===== src/rtl/pipe_ctrl.sv =====
// ---------------------------------------------------------------------------
// pipe_ctrl -- hazard and stall controller for a 5-stage in-order pipeline.
//
// Resolves, every cycle, which pipeline registers hold and which load a NOP.
// It also sequences multi-cycle mult/div operations that occupy EX for
// MD_LAT cycles.
//
// Parameters:
//   MD_LAT        total EX-occupancy cycles of a mult/div op (2..255)
//
// Ports:
//   clk           clock, rising edge
//   rst           synchronous active-high reset
//   id_rs, id_rt  source register fields of the ID instruction
//   id_use_rt     the ID instruction reads rt
//   ex_is_load    the EX instruction is a load
//   ex_wd         destination register of the EX instruction
//   ex_md_start   the EX instruction is a multi-cycle mult/div
//   branch_taken  a branch in ID resolved taken
//   mem_stall_req the MEM stage is not ready
//   stall[4:0]    hold enables: PC, IF_ID, ID_EX, EX_MEM, MEM_WB
//   bubble[4:0]   load NOP into the named register (same order, bit0 = 0)
//   md_done       final stalled cycle of a mult/div; EX latches its result
//   busy          FSM is waiting on a mult/div
// ---------------------------------------------------------------------------
module pipe_ctrl #(
  parameter int unsigned MD_LAT = 8
) (
  input  logic       clk,
  input  logic       rst,
  input  logic [4:0] id_rs,
  input  logic [4:0] id_rt,
  input  logic       id_use_rt,
  input  logic       ex_is_load,
  input  logic [4:0] ex_wd,
  input  logic       ex_md_start,
  input  logic       branch_taken,
  input  logic       mem_stall_req,
  output logic [4:0] stall,
  output logic [4:0] bubble,
  output logic       md_done,
  output logic       busy
);

  typedef enum logic {
    RUN     = 1'b0,
    MD_WAIT = 1'b1
  } state_t;

  // The start cycle is stall cycle 1, so the counter covers the remaining ones.
  localparam logic [7:0] CNT_INIT = 8'(MD_LAT - 1);

  state_t     state, state_nxt;
  logic [7:0] cnt, cnt_nxt;
  logic       md_served, md_served_nxt;

  logic       load_use;
  logic       md_accept;
  logic       md_last;
  logic [4:0] stall_raw;
  logic [4:0] bubble_raw;

  assign load_use = ex_is_load && (ex_wd != 5'd0) &&
                    ((ex_wd == id_rs) || (id_use_rt && (ex_wd == id_rt)));

  // md_served blocks the same instruction from restarting while it still
  // sits in EX after completion; mem stalls must not block acceptance.
  assign md_accept = (state == RUN) && ex_md_start && !md_served;
  assign md_last   = (state == MD_WAIT) && (cnt == 8'd1);

  // -------------------------------------------------------------------------
  // State register
  // -------------------------------------------------------------------------
  // NOTE: sequential state uses non-blocking assignments so every register
  // samples the pre-edge values, independent of statement order.
  always_ff @(posedge clk) begin
    if (rst) begin
      state     <= RUN;
      cnt       <= 8'd0;
      md_served <= 1'b0;
    end else begin
      state     <= state_nxt;
      cnt       <= cnt_nxt;
      md_served <= md_served_nxt;
    end
  end

  // -------------------------------------------------------------------------
  // Next-state logic
  // -------------------------------------------------------------------------
  // NOTE: every variable gets a default at the top of the block so no path
  // leaves it unassigned, which would infer a latch.
  always_comb begin
    state_nxt = state;
    cnt_nxt   = cnt;
    unique case (state)
      RUN: begin
        if (md_accept) begin
          state_nxt = MD_WAIT;
          cnt_nxt   = CNT_INIT;
        end
      end
      MD_WAIT: begin
        // Counts down even under a mem stall; the op keeps computing.
        cnt_nxt = cnt - 8'd1;
        if (cnt == 8'd1) state_nxt = RUN;
      end
      default: state_nxt = RUN;
    endcase

    // Served flag lives until the ID_EX hold drops, which may be later than
    // completion if a mem stall overlaps the end of the op.
    if (md_last)            md_served_nxt = 1'b1;
    else if (!stall_raw[2]) md_served_nxt = 1'b0;
    else                    md_served_nxt = md_served;
  end

  // -------------------------------------------------------------------------
  // Output logic: fixed priority, first match wins
  // -------------------------------------------------------------------------
  always_comb begin
    stall_raw  = 5'b00000;
    bubble_raw = 5'b00000;
    if (mem_stall_req) begin
      stall_raw  = 5'b01111;
      bubble_raw = 5'b10000;
    end else if ((state == MD_WAIT) || md_accept) begin
      stall_raw  = 5'b00111;
      bubble_raw = 5'b01000;
    end else if (load_use) begin
      // Load-use beats a taken branch: the branch stays in ID and is
      // re-evaluated next cycle with the forwarded operand.
      stall_raw  = 5'b00011;
      bubble_raw = 5'b00100;
    end else if (branch_taken) begin
      bubble_raw = 5'b00010;
    end

    stall   = rst ? 5'b00000 : stall_raw;
    bubble  = rst ? 5'b00000 : bubble_raw;
    md_done = !rst && md_last;
    busy    = !rst && (state == MD_WAIT);
  end

endmodule


===== config.mk =====
export PLATFORM = sky130hd
export DESIGN_NAME = pipe_ctrl
export DESIGN_NICKNAME = d
export VERILOG_FILES = /design/src/rtl/pipe_ctrl.sv
export SDC_FILE = /design/constraint.sdc
export NUM_CORES = 1
export LEC_CHECK = 0
export CAP_MARGIN = 20
export CORE_MARGIN = 8
export CORE_UTILIZATION = 45
export CTS_BUF_LIST = sky130_fd_sc_hd__clkbuf_4 sky130_fd_sc_hd__clkbuf_8
export DETAILED_ROUTE_END_ITERATION = 12
export PLACE_DENSITY = 0.95
export RECOVER_POWER = 100
export SETUP_SLACK_MARGIN = 0.1
export SKIP_CTS_REPAIR_TIMING = 1
export SLEW_MARGIN = 20
export SYNTH_ARGS = -nofsm -noshare
export SYNTH_HDL_FRONTEND = slang
export SYNTH_SLANG_ARGS = --single-unit
export TNS_END_PERCENT = 20

===== constraint.sdc =====
create_clock -name clk -period 2.3 [get_ports clk]
set_input_delay 0.23 -clock clk [delete_from_list [all_inputs] [get_ports clk]]
set_output_delay 0.23 -clock clk [all_outputs]
set_load 0.05 [all_outputs]

== After elaboration in Yosys (flattened, before gate mapping) ==
Cells that the tools add are included.
Widths: inputs -> output; s select.

* Output and inout bits: 12
* Register bits after elaboration: 10
* Bits of input ports: 22
* Logic and storage cells: 39

* Bitwise logic cells: 1
* Reductions and logical operators: 13
* Add/sub/neg operators: 1
* Equality and inequality tests: 5
* Mux-type cells: 16

{| class="wikitable"
|+ Operators by type and width
! cell !! number
|-
| $pmux 8 s2 || 1
|-
| $mux 5 || 3
|-
| $eq 5x5->1 || 2
|-
| $eq 8x1->1 const B || 1
|-
| $logic_and 1x1->1 || 8
|-
| $mux 4 || 2
|-
| $mux 8 || 1
|-
| $sub 8x1->8 const B || 1
|-
| $mux 3 || 2
|-
| $reduce_bool 5->1 || 1
|-
| $mux 1 || 4
|-
| $mux 2 || 2
|-
| $ne 2x2->1 const B || 2
|-
| $logic_not 1->1 || 2
|-
| $logic_or 1x1->1 || 2
|-
| $pmux 1 s2 || 1
|-
| $not 1->1 || 1
|}

== Logic depth before layout (Yosys ltp) ==
Gate-level depths: netlist (run 1).

* Word-level depth: 9
* Gate-level depth with buffers: 6
* Mapped depth without buffers: 6

== Least setup slack after synthesis (run 1) ==
OpenSTA, ideal clock, no wires.

* Path kind: input to output
* From: in ex_wd[4]
* To: out stall[1]
* Buffers on the path: 1
* Arrival: 2.427 ns
* Required time: 2.070 ns
* Cell stages on the path: 5
* Path slack: -0.357 ns
* Path through: xor2_1 nor4_1 a32oi_1 o31ai_1 buf_4

* Cells in the longest elaborated chain, start to end: 8
* Elaborated cells on any way between the ends: 11
* Those cells by class: 2 x eq/ne; 4 x mux; 5 x reduce/logical

{| class="wikitable"
|+ RTL lines
! element !! line !! source
|-
| start, declared || 35 || <nowiki>input logic [4:0] ex_wd,</nowiki>
|-
| $eq 5x5->1 || 64 || <nowiki>((ex_wd == id_rs) || (id_use_rt && (ex_wd == id_rt)));</nowiki>
|-
| $logic_and 1x1->1 || 64 ||
|-
| $logic_or 1x1->1 || 64 ||
|-
| $logic_and 1x1->1 * || 63 || <nowiki>assign load_use = ex_is_load && (ex_wd != 5'd0) &&</nowiki>
|-
| $mux 2 * || 130 || <nowiki>end else if (load_use) begin</nowiki>
|-
| $mux 3 * || 127 || <nowiki>end else if ((state == MD_WAIT) || md_accept) begin</nowiki>
|-
| $mux 4 * || 124 || <nowiki>if (mem_stall_req) begin</nowiki>
|-
| $mux 5 * || 139 || <nowiki>stall = rst ? 5'b00000 : stall_raw;</nowiki>
|-
| end, declared || 39 || <nowiki>output logic [4:0] stall,</nowiki>
|}

Mark *: on every way between the ends. The rest lies on a longest branch, timed or not.

== Worst setup path after layout (run 1) ==
* From: in ex_wd[1]
* To: out bubble[1]

* Cells in the longest elaborated chain, start to end: 8
* Elaborated cells on any way between the ends: 11
* Those cells by class: 2 x eq/ne; 4 x mux; 5 x reduce/logical

{| class="wikitable"
|+ RTL lines
! element !! line !! source
|-
| $eq 5x5->1 || 64 ||
|-
| $logic_and 1x1->1 || 64 ||
|-
| $logic_or 1x1->1 || 64 ||
|-
| $logic_and 1x1->1 * || 63 ||
|-
| $mux 3 * || 130 ||
|-
| $mux 4 * || 127 ||
|-
| $mux 5 * || 124 ||
|-
| $mux 5 * || 140 || <nowiki>bubble = rst ? 5'b00000 : bubble_raw;</nowiki>
|-
| end, declared || 40 || <nowiki>output logic [4:0] bubble,</nowiki>
|}

Marked as above.

==> impl_results.md, run 1 <==
* Status: complete, no violations
* Max-slew violation count at 0
* Top cells by area, synth: dfxtp_1 28%, xor2_1 11%, buf_4 5.3%
* Largest net degree at the start of global routing at 11
* Switching part of the total at 33.7%
* Vias in the first global route at 782
* Sw Pwr at 196 uW
* Dpl cells at 129
* Total clock sinks at 10
* Hold WC Path Type: flip-flop to flip-flop
* Main combinational cell family by area after synthesis: simple AND/OR/NAND/NOR gates
* Rows at 14
* Mapped cell area at 712 um2
* Crit path capture type: output pin
* Compound-gate portion of the synthesized area at 15.6%
* Overall Power at 580 uW
* DRC violation count after routing at 0
* Initial Util at 47.8%
* CP Buf/Inv Count at 2
* P_leak at 0.000443 uW
* WS Path Type: input port to output pin
* Depth of the CTS H-tree at 1
* Distinct cell type count after synthesis at 33
* Global routing's busiest layer: met2
* Max Freq at 474 MHz
* Yosys top cell by area: dfxtp_1
* Non-filler cells, final at 133
* RD Place Congestion at 0.751
* Setup tns final at 0 ps
* Synth Area in XOR/XNOR at 12.3%
* Max-cap violations at 0
* Clock Latency Late Sink at 260 ps
* Post-route ant nets at 0
* Clk_skew at 1.83 ps
* Yosys warns at 0
* Crit path required time at 2070 ps
* Post-synthesis adder-cell area fraction at 3.51%
* Fin crit share at 91.7%
* Top delay family on crit path: buffers and inverters
* Clock power frac at 27.0%
* Combinational Power Share at 36.6%
* Core box area at 1490 um2
* Simple-gate share of the synthesized area at 26.7%
* RSZ-0062 raised after global routing: false
* Sequential share of the synthesized area at 28.1%
* Antenna violations before repair at 0
* Critical Path Slowest Stage Cell: or4_4
* Pwr Density at 533 nW/um2
* Area Overhead vs Synth at 53.1%
* CTS Buffer Depth at 2
* Root Buffer: clkbuf_4
* Most common cell in the netlist: dfxtp_1
* Die Area at 3110 um2
* Met1 Track Usage GR at 11.5%
* Crit path DAT at 1880 ps
* Wire per inst at 15.2 um
* Peak supply drop at 0.215 mV
* Drt initial violations at 7
* Synthesized area per cell at 8.38 um2
* Total congestion overflow at 0
* Worst-Margin Slew at 602 ps
* Port Buffers at 31
* Clock transition at path regs at 70 ps
* Number of synthesized flops with an enable pin at 0
* CTS tree: done
* Final Hold Vio Count at 0
* Die Wd at 55.8 um
* Gr usage total at 12.9%
* DP Wirelength at 1.74 mm
* Diodes inserted at 0
* GRT met2 Usage at 23.7%
* Top cell type's share of synthesized area at 28.1%
* Layout net count at 142
* Cell count after synthesis at 85
* Post-place setup slack at 115 ps
* Post-Route WL at 2.02 mm
* Post-synthesis mux area share at 4.75%
* Tmin final at 2110 ps
* Share of synthesized registers carrying an async set or reset at 0%
* Vias per Instance at 5.37
* Startpoint types: input port
* Crit path max fanout at 3
* Critical Path, Cell by Cell: clkdlybuf4s50_1, or4_4, o21ai_2, o2111a_1, buf_12
* PnR worst setup slack at 191 ps
* I/O pin total at 34
* Total CTS buffers at 3
* Share of cells above drive strength 1 at 17.1%
* Final setup vio count at 0
* Seq cells post-synth at 10
* Met3 GRT Util at 4.79%
* Vias after detailed routing at 714
* P_int at 385 uW
* Max incr delay on CP at 560 ps
* First-pass GRT wire length at 3.38 mm
* Headroom to the max-slew limit at 60.0%
* DR pass1 iterations at 4
* Post-synth top cells: 10 x dfxtp_1, 9 x xor2_1, 8 x nand2_1, 8 x nor2_1, 5 x buf_4
* Primary FF master, synth: dfxtp_1
* Die height at 55.8 um
* Register share of total power at 36.4%
state kept, by name (all words and copies together) (netlist names):
signal     flops
cnt            8
md_served      1
state          1
kinds of logic after synthesis:
| kind of cell | count (synthesis) |
|---|---|
| flops | 10 |
| fa+ha+maj | 2 |
| mux | 3 |
| xor+xnor | 10 |
| compound gates | 15 |
| simple gates | 33 |
| other cells | 1 |
| buf+inv | 11 |
path summary, 6_finish.rpt:
check	startpoint	end	slack, ps	cells past startpoint
setup reg to reg	cnt[0]$_SDFFE_PP0P_	cnt[6]$_SDFFE_PP0P_	790	6
setup / recovery	ex_wd[1]	bubble[1]	190	5
hold / removal	md_served$_SDFFE_PP0P_	md_served$_SDFFE_PP0P_	530	2
hold reg to reg	md_served$_SDFFE_PP0P_	md_served$_SDFFE_PP0P_	530	2
stage by stage:
step	cell area [um2]	hold WS, ps	util [%]
after floorplan	721	466	-
after global placement	1080	492	72.4
after detailed placement	1080	503	72.4
after CTS	1110	541	74.9
after global routing	1090	571	73.2
final	1090	533	73.2
power by group through the flow:
stage	clock network [uW]	registers [uW]	logic, uW
final	157	211	212
after global routing	167	214	229
after CTS	160	211	223
after detailed placement	0	215	222
after global placement	0	213	214
after floorplan	0	207	136
placed cells by master (no fill, tap or decap), drive strengths merged, types with 2 or more instances in the layout:
master | Yosys | routed
nor2b | 2 | 2
nand3b | 2 | 2
conb | 1 | 2
a21oi | 3 | 3
ha | 2 | 2
clkdlybuf4s50 | 0 | 18
inv | 4 | 4
dfxtp | 10 | 10
nor2 | 8 | 8
xor2 | 9 | 9
dlygate4sd3 | 0 | 2
a211oi | 2 | 2
dlymetal6s2s | 0 | 2
nand2 | 8 | 8
buf | 5 | 7
mux2 | 3 | 3
nor3 | 3 | 3
clkbuf | 2 | 9
o21bai | 2 | 2
nor4 | 3 | 3
layer usage:
layer	routed length (um)	share of wire [%]
met1	681	34
met2	1160	57
met3	152	7.5
met4	29	1.4
met5	0	0
worst reg2reg max path: stages (launching register included):
cell and delay [ps]:
dfxtp_1 370, inv_1 90, ha_1 170, nand3b_1 140
nor4_1 240, mux2_2 370, nor2_1 70
area by class of cell:
cell class              count  area [um2]
clock buffers               4        36.3
fillers                   129         399
inverters                   4        15.0
multi-input cells          65         472
flip-flops and latches     10         200
well taps                  16        20.0
repair buffers             34         347
Note: power is estimated with default switching activity, not from simulation.
==> inputs of run 2 (changes only) <==
--- a/config.mk
+++ b/config.mk
@@ -7,10 +7,9 @@
 export LEC_CHECK = 0
 export CAP_MARGIN = 20
 export CORE_MARGIN = 8
-export CORE_UTILIZATION = 45
-export CTS_BUF_LIST = sky130_fd_sc_hd__clkbuf_4 sky130_fd_sc_hd__clkbuf_8
+export CORE_UTILIZATION = 36
 export DETAILED_ROUTE_END_ITERATION = 12
-export PLACE_DENSITY = 0.95
+export PLACE_DENSITY = 0.85
 export RECOVER_POWER = 100
 export SETUP_SLACK_MARGIN = 0.1
 export SKIP_CTS_REPAIR_TIMING = 1
==> constraint.sdc (replaced) <==
create_clock -name clk -period 1.8 [get_ports clk]
set_input_delay 0.18 -clock clk [delete_from_list [all_inputs] [get_ports clk]]
set_output_delay 0.18 -clock clk [all_outputs]
set_load 0.05 [all_outputs]
==> run 2 against run 1 <==
Against the previous run:
- count of clock-buffer cells in the layout unchanged
- sequential power increased by 28%
- combinational power rose by 40%
- wire length grew 12%
- largest cell class unchanged
- largest power group unchanged
==> impl_results.md, run 2 (same netlist as run 1, synthesis figures left out) <==
* R2R cell count at 4
* Tmin final at 1680 ps
* Crit path max fanout at 7
* Sw Pwr at 274 uW
* P_leak at 0.000596 uW
* Rows at 16
* Post-Route WL at 2.26 mm
* Antenna violations before repair at 0
* Max-slew violation count at 0
* Register share of total power at 34.8%
* Fin crit share at 93.3%
* Overall Power at 781 uW
* Die height at 60.5 um
* Hold path start: cnt[2]$_SDFFE_PP0P_
* Crit path capture type: output pin
* Worst-Margin Slew at 594 ps
* Gr usage total at 12.9%
* Critical Path, Cell by Cell: dlygate4sd3_1, nor3_1, dlymetal6s2s_1
* Clock transition at path regs at 70 ps
* Post-route ant nets at 0
* Commonest non-fill, non-tap cell in the layout: dlymetal6s2s_1
* Share of cells above drive strength 1 at 29.4%
* Combinational Power Share at 38.1%
* Port Buffers at 31
* First-pass GRT wire length at 3.62 mm
* Vias after detailed routing at 744
* DP Wirelength at 1.83 mm
* Headroom to the max-slew limit at 59.9%
* R2R Setup Slk at 170 ps
* Total clock sinks at 10
* CTS tree: done
* Total CTS buffers at 3
* Largest net degree at the start of global routing at 10
* Die Wd at 60.5 um
* Total congestion overflow at 0
* WS Path Type: input port to output pin
* PnR worst setup slack at 120 ps
* Wire per inst at 15.5 um
* Area Overhead vs Synth at 69.9%
* RD Place Congestion at 0.793
* Peak supply drop at 0.305 mV
* Vias in the first global route at 826
* Status: complete, no violations
* Depth of the CTS H-tree at 1
* Post-place setup slack at -250 ps
* Crit path DAT at 1500 ps
* DRC violation count after routing at 0
* DR pass1 iterations at 4
* Max incr delay on CP at 660 ps
* Clock Latency Late Sink at 280 ps
* Max Freq at 595 MHz
* Largest reg by FF count: cnt
* Initial Util at 37.0%
* Final setup vio count at 0
* Pwr Density at 645 nW/um2
* Die Area at 3660 um2
* Hold Path Stages at 2
* R2R Path End: cnt[7]$_SDFFE_PP0P_
* Critical Path Slowest Stage Cell: dlygate4sd3_1
* Drt initial violations at 18
* Commonest cells after routing, fill and taps aside: 13 x dlymetal6s2s_1, 9 x dfxtp_1, 8 x xor2_1, 8 x nor2_1, 8 x nand2_1
* Largest register FFs at 8
* Core box area at 1920 um2
* Worst reg2reg startpoint: state$_SDFF_PP0_
* Switching part of the total at 35.1%
* Root Buffer: clkbuf_4
* Startpoint types: input port
* P_int at 506 uW
* Clock power frac at 27.2%
* Clk_skew at 1.43 ps
* Final Hold Vio Count at 0
* Layout net count at 144
* Diodes inserted at 0
* Final core utilization at 63.0%
* CTS Buffer Depth at 2
* Largest registers: cnt: 8 flops, md_served: 1 flops, state: 1 flops
* Min-Delay Endpoint: cnt[2]$_SDFFE_PP0P_
* Crit path required time at 1620 ps
* Vias per Instance at 5.10
* Max-cap violations at 0
* I/O pin total at 34
* Filler Cells Inserted at 176
* Hold WC Path Type: flip-flop to flip-flop
* RSZ-0062 raised after global routing: true
-- run 2: changes by cell type in the layout (fill, tap and decap cells not counted), moves of 2 or more --
cell | previous run | this run
buf_12 | 4 | 6
clkbuf_2 | 0 | 6
clkbuf_1 | 5 | 1
clkdlybuf4s50_1 | 18 | 5
dlymetal6s2s_1 | 2 | 13
-- run 2: cell type report --
type / count / area, um2 / area share, %
Inverter: 4 / 15.0 / 1.24
Timing Repair Buffer: 36 / 407 / 33.6
Tap cell: 27 / 33.8 / 2.79
Multi-Input combinational cell: 65 / 517 / 42.7
Clock buffer: 4 / 36.3 / 3.00
Sequential cell: 10 / 201 / 16.6
-- run 2: power by group through the flow --
| stage | Combinational, uW | Sequential [uW] | Clock [uW] |
|---|---|---|---|
| 2_1_floorplan | 177 | 265 | 0 |
| 3_3_place_gp | 293 | 272 | 0 |
| 3_5_place_dp | 304 | 276 | 0 |
| 4_1_cts | 305 | 271 | 212 |
| 5_1_grt | 317 | 274 | 223 |
| 6_report | 297 | 271 | 212 |
-- run 2: metal layers --
metal  track usage, %  wire, um
met5                0         0
met1             12.1       808
met2             24.7      1260
met4             4.98        27
met3             4.66       159
-- run 2: worst max path at each step --
| stage | slack (ps) | cells after the start | start | endpoint |
|---|---|---|---|---|
| 2_1_floorplan | -160 | 4 | state$_SDFF_PP0_ | md_served$_SDFFE_PP0P_ |
| 3_3_place_gp | -200 | 6 | ex_wd[4] | stall[0] |
| 3_5_place_dp | -250 | 6 | ex_wd[4] | stall[1] |
| 4_1_cts | -260 | 6 | ex_wd[4] | stall[1] |
| 5_1_grt | 60 | 4 | cnt[3]$_SDFFE_PP0P_ | md_done |
| 6_report | 120 | 3 | rst | bubble[3] |
-- run 2: worst max-delay path, delay by kind of cell --
family	cells	cell delay [ps]
and+or+nand+nor	1	200
buffers and inverters	2	1110
-- run 2: stage by stage --
stage,TNS (ps),cell area [um2],hold slack [ps],instances
after floorplan,-274,734,450,86
after global placement,-736,1160,494,141
after detailed placement,-922,1160,515,141
final,0,1210,529,146
after CTS,-955,1200,523,145
after global routing,0,1210,558,146
==> inputs of run 3 (changes only) <==
--- a/config.mk
+++ b/config.mk
@@ -7,9 +7,9 @@
 export LEC_CHECK = 0
 export CAP_MARGIN = 20
 export CORE_MARGIN = 8
-export CORE_UTILIZATION = 36
+export CORE_UTILIZATION = 42
 export DETAILED_ROUTE_END_ITERATION = 12
-export PLACE_DENSITY = 0.85
+export PLACE_DENSITY = 0.92
 export RECOVER_POWER = 100
 export SETUP_SLACK_MARGIN = 0.1
 export SKIP_CTS_REPAIR_TIMING = 1
==> constraint.sdc (replaced) <==
create_clock -name clk -period 2.1 [get_ports clk]
set_input_delay 0.21 -clock clk [delete_from_list [all_inputs] [get_ports clk]]
set_output_delay 0.21 -clock clk [all_outputs]
set_load 0.05 [all_outputs]
==> run 3 against run 2 <==
Against the previous run:
- critical path depth grew 4
- first-iteration DRC count shrank 33%
- design area down 9.8%
- clock skew is 3.2 ps higher
- largest cell class unchanged
- largest power group unchanged
- highest routed layer unchanged
==> impl_results.md, run 3 (same netlist as run 1, synthesis figures left out) <==
* Critical Path Slowest Stage Cell: clkdlybuf4s50_1
* Final Hold Vio Count at 0
* Min-Delay Endpoint: md_served$_SDFFE_PP0P_
* Headroom to the max-slew limit at 55.4%
* Max incr delay on CP at 410 ps
* Worst-Margin Slew at 660 ps
* Crit path max fanout at 3
* Post-Route WL at 2.09 mm
* Register area at 200 um2
* Die height at 57.2 um
* Total congestion overflow at 0
* Status: complete, no violations
* Hold path start: md_served$_SDFFE_PP0P_
* RD Place Congestion at 0.812
* Share of cells above drive strength 1 at 18.1%
* Fin crit share at 92.1%
* Diodes inserted at 0
* Setup tns final at 0 ps
* I/O pin total at 34
* Die Wd at 57.2 um
* R2R Setup Slk at 450 ps
* Total clock sinks at 10
* Max-cap violations at 0
* Clock transition at path regs at 60 ps
* Post-route ant nets at 0
* Clock Latency Late Sink at 260 ps
* Largest registers: cnt: 8 flops, md_served: 1 flops, state: 1 flops
* Worst reg2reg startpoint: state$_SDFF_PP0_
* Final setup vio count at 0
* Critical Path, Cell by Cell: clkdlybuf4s50_1, xor2_1, nor3_1, a32oi_1, o31ai_2, buf_4, buf_12
* Multi-input gate area in the final layout at 472 um2
* Max-slew violation count at 0
* Depth of the CTS H-tree at 1
* RSZ-0062 raised after global routing: false
* Initial Util at 43.1%
* Crit path capture type: output pin
* Die Area at 3270 um2
* Commonest cells after routing, fill and taps aside: 10 x dfxtp_1, 10 x clkdlybuf4s50_1, 9 x dlymetal6s2s_1
* Layout net count at 142
* R2R cell count at 4
* Tmin final at 1930 ps
* Vias per Instance at 5.47
* Area Overhead vs Synth at 53.3%
* Root Buffer: clkbuf_4
* Clk_skew at 4.58 ps
* Vias after detailed routing at 728
* Total CTS buffers at 3
* Crit path required time at 1890 ps
* DP Wirelength at 1.71 mm
* Rows at 15
* Crit path DAT at 1720 ps
* Startpoint types: input port
* Pwr Density at 537 nW/um2
* DRC violation count after routing at 0
* Wire per inst at 15.7 um
* Fin Hold WS at 519 ps
* Filler Cells Inserted at 138
* CTS Buffer Depth at 2
* First-pass GRT wire length at 3.47 mm
* CTS tree: done
* Vias in the first global route at 772
* Max Freq at 517 MHz
* WS Path Type: input port to output pin
* Hold Path Stages at 2
* Drt initial violations at 12
* Largest net degree at the start of global routing at 12
* Peak supply drop at 0.213 mV
* R2R Path End: cnt[7]$_SDFFE_PP0P_
* Gr usage total at 12.9%
* Hold WC Path Type: flip-flop to flip-flop
* Port Buffers at 31
* Antenna violations before repair at 0
* DR pass1 iterations at 5
* Largest reg by FF count: cnt
* Core box area at 1650 um2
* Largest register FFs at 8
* P_leak at 0.000493 uW
==> run 3: worst max-delay path, delay by kind of cell <==
family,cells,cell delay (ps)
xor gates and xnor gates,1,150
and+or+nand+nor,1,240
AOI/OAI and AO/OA,2,410
buffers and inverters,3,710
==> run 3: cell type report <==
| type | instances | area share [%] |
|---|---|---|
| inverter | 4 | 1.38 |
| clock buffer | 3 | 2.06 |
| tap | 17 | 1.95 |
| timing repair buffer | 34 | 33.0 |
| multi-input combinational | 65 | 43.2 |
| sequential | 10 | 18.3 |
==> run 3: stage by stage <==
| step | area, um2 | setup WS [ps] | util (%) | power (uW) | cells |
|---|---|---|---|---|---|
| 6_report | 1090 | 165 | 66.1 | 586 | 133 |
| 4_1_cts | 1150 | -35.8 | 69.8 | 618 | 133 |
| 5_1_grt | 1090 | 80.8 | 66.1 | 618 | 133 |
| 3_5_place_dp | 1130 | -35.8 | 68.4 | 493 | 130 |
| 2_1_floorplan | 721 | -26.0 | - | 376 | 86 |
| 3_3_place_gp | 1130 | 32.7 | 68.4 | 482 | 130 |
==> run 3: where the power goes <==
part           internal [uW]  total (uW)  switching (uW)
logic                    105         232             126
registers                208         230            21.7
clock network           65.8         124            58.3
==> run 3: how the worst max path moves through the flow <==
stage / from / endpoint / slack (ps)
floorplan: ex_wd[4] / stall[1] / -30
global placement: ex_wd[4] / bubble[2] / 30
detailed placement: ex_wd[1] / bubble[2] / -40
CTS: ex_wd[1] / bubble[2] / -40
global route: ex_md_start / bubble[3] / 80
finish: id_rs[1] / stall[0] / 170
==> run 3: metal layers <==
metal  global-route usage (%)  vias up  routed length (um)
met4                     5.03        0                  60
li1                         -      355                   -
met3                     4.66        8                 166
met1                     12.5      329                 741
met5                        0        -                   0
met2                     24.0       36                1120
